--- src/rtl/sort_engine_pkg.sv ---
// ----------------------------------------------------------------------------
// sort_engine_pkg: shared types and helpers for the sort engine merge stage.
// Rev 1.0
// ----------------------------------------------------------------------------
`default_nettype none

package sort_engine_pkg;

   typedef enum logic [1:0] {
      IDLE     = 2'd0,
      WAIT_SOP = 2'd1,
      MERGE    = 2'd2,
      FLUSH    = 2'd3
   } merge_state_t;

   localparam logic SORT_ASC  = 1'b0;
   localparam logic SORT_DESC = 1'b1;

   // Packet length width: room for ENGINE_CNT full packets plus one spare bit.
   function automatic int len_width(input int aw, input int ec);
      return aw + $clog2(ec) + 1;
   endfunction

   function automatic int idx_width(input int ec);
      return (ec > 1) ? $clog2(ec) : 1;
   endfunction

endpackage

`default_nettype wire

--- src/rtl/sort_kway_select.sv ---
// ----------------------------------------------------------------------------
// sort_kway_select: single-cycle min/max tree returning the winning channel.
// Rev 1.0
// ----------------------------------------------------------------------------
`default_nettype none

module sort_kway_select
   import sort_engine_pkg::*;
#(
   parameter int  DWIDTH     = 32,
   parameter int  ENGINE_CNT = 4,
   localparam int IW         = idx_width(ENGINE_CNT)
) (
   input  logic [ENGINE_CNT*DWIDTH-1:0] heads_i,
   input  logic [ENGINE_CNT-1:0]        elig_i,
   input  logic                         desc_i,
   output logic [IW-1:0]                win_o
);

   localparam int LEVELS = $clog2(ENGINE_CNT);
   localparam int P      = 1 << LEVELS;

   // Pairwise reduction; the left (lower index) operand wins on equality.
   function automatic logic [IW-1:0] f_pick(
      input logic [ENGINE_CNT*DWIDTH-1:0] heads,
      input logic [ENGINE_CNT-1:0]        elig,
      input logic                         desc
   );
      logic [P*DWIDTH-1:0] hp;
      logic [P-1:0]        v;
      logic [DWIDTH-1:0]   d  [P];
      logic [IW-1:0]       ix [P];
      hp = '0;
      v  = '0;
      hp[ENGINE_CNT*DWIDTH-1:0] = heads;
      v[ENGINE_CNT-1:0]         = elig;
      for (int j = 0; j < P; j++) begin
         d[j]  = hp[j*DWIDTH +: DWIDTH];
         ix[j] = IW'(j);
      end
      for (int s = 1; s < P; s = s * 2) begin
         for (int j = 0; j + s < P; j = j + 2 * s) begin
            if (v[j+s] && (!v[j] || (desc ? (d[j+s] > d[j]) : (d[j+s] < d[j])))) begin
               d[j]  = d[j+s];
               ix[j] = ix[j+s];
            end
            v[j] = v[j] | v[j+s];
         end
      end
      return ix[0];
   endfunction

   assign win_o = f_pick(heads_i, elig_i, desc_i);

endmodule

`default_nettype wire

--- src/rtl/sort_kway_merge.sv ---
// ----------------------------------------------------------------------------
// sort_kway_merge: merges ENGINE_CNT sorted packets into one sorted packet.
// Define SORT_MERGE_CHECK_EN to add the input order/framing checker (err_o).
// Rev 1.0
// ----------------------------------------------------------------------------
`default_nettype none

module sort_kway_merge
   import sort_engine_pkg::*;
#(
   parameter int  AWIDTH     = 10,
   parameter int  DWIDTH     = 32,
   parameter int  ENGINE_CNT = 4,
   localparam int LWIDTH     = len_width(AWIDTH, ENGINE_CNT)
) (
   input  logic                         clk_i,
   input  logic                         rst_n_i,
   input  logic                         desc_i,
   input  logic [ENGINE_CNT*DWIDTH-1:0] data_i,
   input  logic [ENGINE_CNT-1:0]        sop_i,
   input  logic [ENGINE_CNT-1:0]        eop_i,
   input  logic [ENGINE_CNT-1:0]        val_i,
   output logic [ENGINE_CNT-1:0]        ready_o,
   output logic [DWIDTH-1:0]            data_o,
   output logic                         sop_o,
   output logic                         eop_o,
   output logic                         val_o,
   input  logic                         ready_i,
   output logic [LWIDTH-1:0]            len_o,
`ifdef SORT_MERGE_CHECK_EN
   output logic                         err_o,
`endif
   output logic                         busy_o
);

   localparam int IW = idx_width(ENGINE_CNT);

   merge_state_t          state_q, state_d;
   logic                  desc_q;
   logic [ENGINE_CNT-1:0] done_q, done_d;
   logic [ENGINE_CNT-1:0] armed_q;
   logic [LWIDTH-1:0]     cnt_q, cnt_d;
   logic                  val_q, sop_q, eop_q;
   logic [DWIDTH-1:0]     data_q;
   logic [LWIDTH-1:0]     len_q;

   logic [IW-1:0]         win;
   logic [ENGINE_CNT-1:0] win_oh;
   logic [DWIDTH-1:0]     win_data;
   logic                  all_val, out_free, take, last;

   sort_kway_select #(
      .DWIDTH     (DWIDTH),
      .ENGINE_CNT (ENGINE_CNT)
   ) u_select (
      .heads_i (data_i),
      .elig_i  (~done_q),
      .desc_i  (desc_q),
      .win_o   (win)
   );

   assign all_val  = &(val_i | done_q);
   assign out_free = ~val_q | ready_i;
   assign win_data = data_i[win*DWIDTH +: DWIDTH];

   always_comb begin
      state_d = state_q;
      ready_o = '0;
      take    = 1'b0;
      for (int c = 0; c < ENGINE_CNT; c++) begin
         win_oh[c] = (win == IW'(c));
      end
      done_d = done_q | (win_oh & eop_i);
      last   = &done_d;
      cnt_d  = (&cnt_q) ? cnt_q : cnt_q + LWIDTH'(1);
      case (state_q)
         IDLE: state_d = WAIT_SOP;
         WAIT_SOP: begin
            // Unarmed heads without sop are stray words: drain them.
            ready_o = val_i & ~sop_i & ~armed_q;
            if (&(armed_q | (val_i & sop_i))) state_d = MERGE;
         end
         MERGE: begin
            if (all_val && out_free) begin
               take    = 1'b1;
               ready_o = win_oh;
               if (last) state_d = FLUSH;
            end
         end
         FLUSH: if (out_free) state_d = IDLE;
         default: state_d = IDLE;
      endcase
   end

   always_ff @(posedge clk_i) begin
      if (!rst_n_i) begin
         state_q <= IDLE;
         desc_q  <= SORT_ASC;
         done_q  <= '0;
         armed_q <= '0;
         cnt_q   <= '0;
         val_q   <= 1'b0;
         sop_q   <= 1'b0;
         eop_q   <= 1'b0;
         data_q  <= '0;
         len_q   <= '0;
      end else begin
         state_q <= state_d;
         if (state_q == IDLE) begin
            desc_q  <= desc_i;
            done_q  <= '0;
            armed_q <= '0;
            cnt_q   <= '0;
         end
         if (state_q == WAIT_SOP) armed_q <= armed_q | (val_i & sop_i);
         if (take) begin
            done_q <= done_d;
            cnt_q  <= cnt_d;
            len_q  <= cnt_d;
            data_q <= win_data;
            val_q  <= 1'b1;
            sop_q  <= (cnt_q == '0);
            eop_q  <= last;
         end else if (ready_i) begin
            val_q <= 1'b0;
         end
      end
   end

   assign data_o = data_q;
   assign sop_o  = sop_q;
   assign eop_o  = eop_q;
   assign val_o  = val_q;
   assign len_o  = len_q;
   assign busy_o = (state_q != IDLE);

`ifdef SORT_MERGE_CHECK_EN
   logic [DWIDTH-1:0]     last_q [ENGINE_CNT];
   logic [ENGINE_CNT-1:0] seen_q;
   logic                  err_q;

   // Each channel is compared only against its own previous word.
   always_ff @(posedge clk_i) begin
      if (!rst_n_i) begin
         err_q  <= 1'b0;
         seen_q <= '0;
         for (int c = 0; c < ENGINE_CNT; c++) last_q[c] <= '0;
      end else begin
         if (state_q == IDLE) seen_q <= '0;
         if (state_q == WAIT_SOP && |(val_i & ~sop_i & ~armed_q)) err_q <= 1'b1;
         if (take) begin
            if (seen_q[win]) begin
               if (sop_i[win]) err_q <= 1'b1;
               if (desc_q ? (win_data > last_q[win]) : (win_data < last_q[win])) err_q <= 1'b1;
            end
            last_q[win] <= win_data;
            seen_q[win] <= 1'b1;
         end
      end
   end

   assign err_o = err_q;
`endif

endmodule

`default_nettype wire

--- config.mk ---
export PLATFORM = sky130hd
export DESIGN_NAME = sort_kway_merge
export DESIGN_NICKNAME = d
export VERILOG_FILES = /design/src/rtl/sort_engine_pkg.sv /design/src/rtl/sort_kway_select.sv /design/src/rtl/sort_kway_merge.sv
export SDC_FILE = /design/constraint.sdc
export NUM_CORES = 1
export LEC_CHECK = 0
export CAP_MARGIN = 20
export CORE_MARGIN = 3
export CORE_UTILIZATION = 34
export CTS_CLUSTER_SIZE = 40
export DETAILED_ROUTE_END_ITERATION = 8
export PLACE_DENSITY = 0.66
export SYNTH_ARGS = -nofsm -noshare
export SYNTH_HDL_FRONTEND = slang
export SYNTH_SLANG_ARGS = --single-unit
--- constraint.sdc ---
create_clock -name clk_i -period 8.2 [get_ports clk_i]
set_clock_uncertainty 0.15 [all_clocks]
set_input_delay 1.23 -clock clk_i [delete_from_list [all_inputs] [get_ports clk_i]]
set_output_delay 1.23 -clock clk_i [all_outputs]
set_load 0.05 [all_outputs]
==> metrics <==
Total GRT Usage 0.204; GR Overflow Total 0; clk_lat worst skew 0.35 ns; DRC viols 0; dpl cells 1319; outcome finished, final reports clean; CP Launch Type primary input; antenna violations before repair 0; clock root cell clkbuf_16; Max stage delay on crit path about 0.57 ns; via/cell ratio 5.36; Fmax ~130 MHz; YS warnings 0; Finished Layout Cells 1342; core area 0.0195 mm^2; Num Clock Sinks just over 70; first-pass GRT wire length ~36000 um; crit path cell chain clkdlybuf4s50_1, inv_1, ha_1, nand4_1, nor3_1, nor3b_4, nand2_1, a311oi_4, buf_4, nor2_4, buf_12, mux2_2, inv_1, ha_1, nand4_2, or4_1, a311oi_1, a211oi_2, o21ai_1, and2_4, nor3b_1, o21a_1, buf_12; biggest area consumer among synthesized cells dfxtp_1; Ports 197; final hold vios 0; met2 Resource Use GR 0.351; Num CTS Buffers 9; predominant post-synthesis flop cell dfxtp_1; Mapped Area 0.00678 mm^2; Yosys reg bits 72; CP max FO 12; post-synth net total 1133; Mapped Cells 887; routed wire length 22800 um; FFs w/ async S/R, synth 0; Setup Viol. Count Final 0; Worst Path Arrival 6.51 ns; share of layout cells above drive strength 1 0.0845; Nets around 1300; Critical Path RT 6.82 ns; Die Ht around 150 um; worst-margin pin slew 0.795 ns; Avg WL per Cell 17.0 um; met3 Usage GRT 0.0531; number of global-route vias before repair just under 7000; area delta synth->final 41.0%; Slowest cell on crit path or4_1; PwrDens 164 mW/mm^2; fin util 0.489; Initial Util 0.347; antenna-violating nets left 0; CTS tree done; # diodes 0; vias ~7200; CP endpoint kind primary output; DIE WIDTH 147 um; met1 usage 0.255; initial drt markers 388; Crit Path Class in -> out; pin count of the biggest net entering global routing 45; FP Rows about 50; EDFF count, synth 0; register area share after synthesis 0.213; Port Buffers ~200; area of the die approximately 0.022 mm^2; Netlist cell types 54; HPWL after detailed placement between 15000 and 20000 um; gp weighted congestion around 0.87; Most Crowded Layer GR met2; CTS Hold Bufs 0; drt pass-1 iters 5; Synth top area share 0.213; clock buffer depth 2; CTS H-tree depth 3; Leak around 0.0043 uW; fin crit share 0.962; Clock transition at path regs 0.06 ns; Max-slew headroom 0.469; VDD IR-drop max about 0.00013 V; Max Cap Viol 0; top cells by area, synth dfxtp_1 (21%), ha_1 (19%), a21oi_1 (6.5%); Mean Syn Cell Area 7.64 um^2; Tmin final 7.89 ns; Worst Hold Class reg -> reg; fin. max-slew vios 0
-- power breakdown --
group | internal, uW | total [uW] | leakage, uW | switching, uW
sequential | 362 | 375 | 0.000581 | 13.4
clock | 267 | 436 | 0.000149 | 169
combinational | 338 | 752 | 0.00354 | 414
-- synthesized netlist by cell type (3+ instances only) --
library cell    n
a21o_1         13
nor3b_1         3
buf_2           5
o211ai_1        7
a221o_1        33
ha_1          102
and3_1          3
nor4_1          8
xor2_1          6
a32oi_1         4
nand4_1        28
inv_1         106
nand2b_1        3
a21boi_0       13
clkbuf_1       40
o21ai_0        55
xnor2_1         4
o211a_1        10
nor3_1         15
o21a_1         12
dfxtp_1        72
nand2_1        97
mux2_2         33
nand3_1        45
nor2_1         22
nor2b_1        16
a21oi_1        88
and2_1          5
a2111o_1        3
a31oi_1         4
o2bb2ai_1       3
-- sequential cells by signal, indices dropped and copies added, names as in the netlist --
signal	flops
armed_q	4
done_q	4
eop_o	1
len_o	13
data_o	32
state_q	2
desc_q	1
sop_o	1
cnt_q	13
val_o	1
-- layer usage --
| layer | up-vias | share of wire |
|---|---|---|
| li1 | 3588 | - |
| met3 | 32 | 0.087 |
| met2 | 298 | 0.47 |
| met5 | - | 0 |
| met1 | 3273 | 0.43 |
| met4 | 0 | 0.017 |
-- cells by family (layout without fill, tap and decap cells) --
family          count (synthesis)  in the layout  synth area share
buf+inv                       153            342            0.0868
compound gates                259            259             0.256
fa+ha+maj                     102            102             0.188
mux                            35             35            0.0578
xor+xnor                       10             10            0.0129
simple gates                  256            257             0.185
flops                          72             72             0.213
-- path summary, 6_finish.rpt --
kind | from | endpoint | slack (ns) | cells after the start
setup / recovery | data_i[22] | ready_o[2] | 0.31 | 23
hold / removal | len_o[4]$_SDFFE_PN0P_ | len_o[4]$_SDFFE_PN0P_ | 0.31 | 2
setup reg to reg | desc_q$_SDFFE_PN0P_ | data_o[4]$_SDFFE_PN0P_ | 3.40 | 18
hold reg to reg | len_o[4]$_SDFFE_PN0P_ | len_o[4]$_SDFFE_PN0P_ | 0.31 | 2
-- what timing repair did --
item                                    CTS  global route
endpoints found under the setup margin    4             4
pin swaps                                 1             5
gates resized for setup                   3             8
setup buffers                             0             6
gates cloned                              1             0
-- critical path: cells and delay by family --
family / cells / cell delay (ns)
adder cells (fa/ha/maj): 2 / 0.60
AND/OR/NAND/NOR: 9 / 2.06
AO/OA/AOI/OAI: 5 / 1.23
multiplexers: 1 / 0.24
buffers and inverters: 6 / 1.12
-- metrics by stage --
step	total power (uW)	hold slack [ns]	setup slack, ns	setup TNS [ns]	instance area [um^2]
after floorplan	844	0.317	0.322	0	6780
after global placement	1090	0.309	-0.0626	-0.111	9080
after detailed placement	1090	0.310	-0.187	-0.584	9080
after CTS	1540	0.318	0.124	0	9430
after global routing	1670	0.347	-0.0330	-0.0330	9560
final	1560	0.312	0.312	0	9560
-- area by class of cell --
type / instances / area, um^2
fill: 1922 / 9970
multi-input combinational: 663 / 4830
timing repair buffer: 221 / 2240
sequential: 72 / 1440
inverter: 106 / 398
tap: 265 / 332
clock buffer: 9 / 225
clock inverter: 6 / 92.6
-- layout by cell type (no fill, tap or decap), types with 33 or more instances in the layout --
cell type / Yosys / layout
clkdlybuf4s50_1: 0 / 192
inv_1: 106 / 106
ha_1: 102 / 102
nand2_1: 97 / 97
a21oi_1: 88 / 88
dfxtp_1: 72 / 72
o21ai_0: 55 / 54
nand3_1: 45 / 45
mux2_2: 33 / 33
a221o_1: 33 / 33
Note: power is estimated with default switching activity, not from simulation.
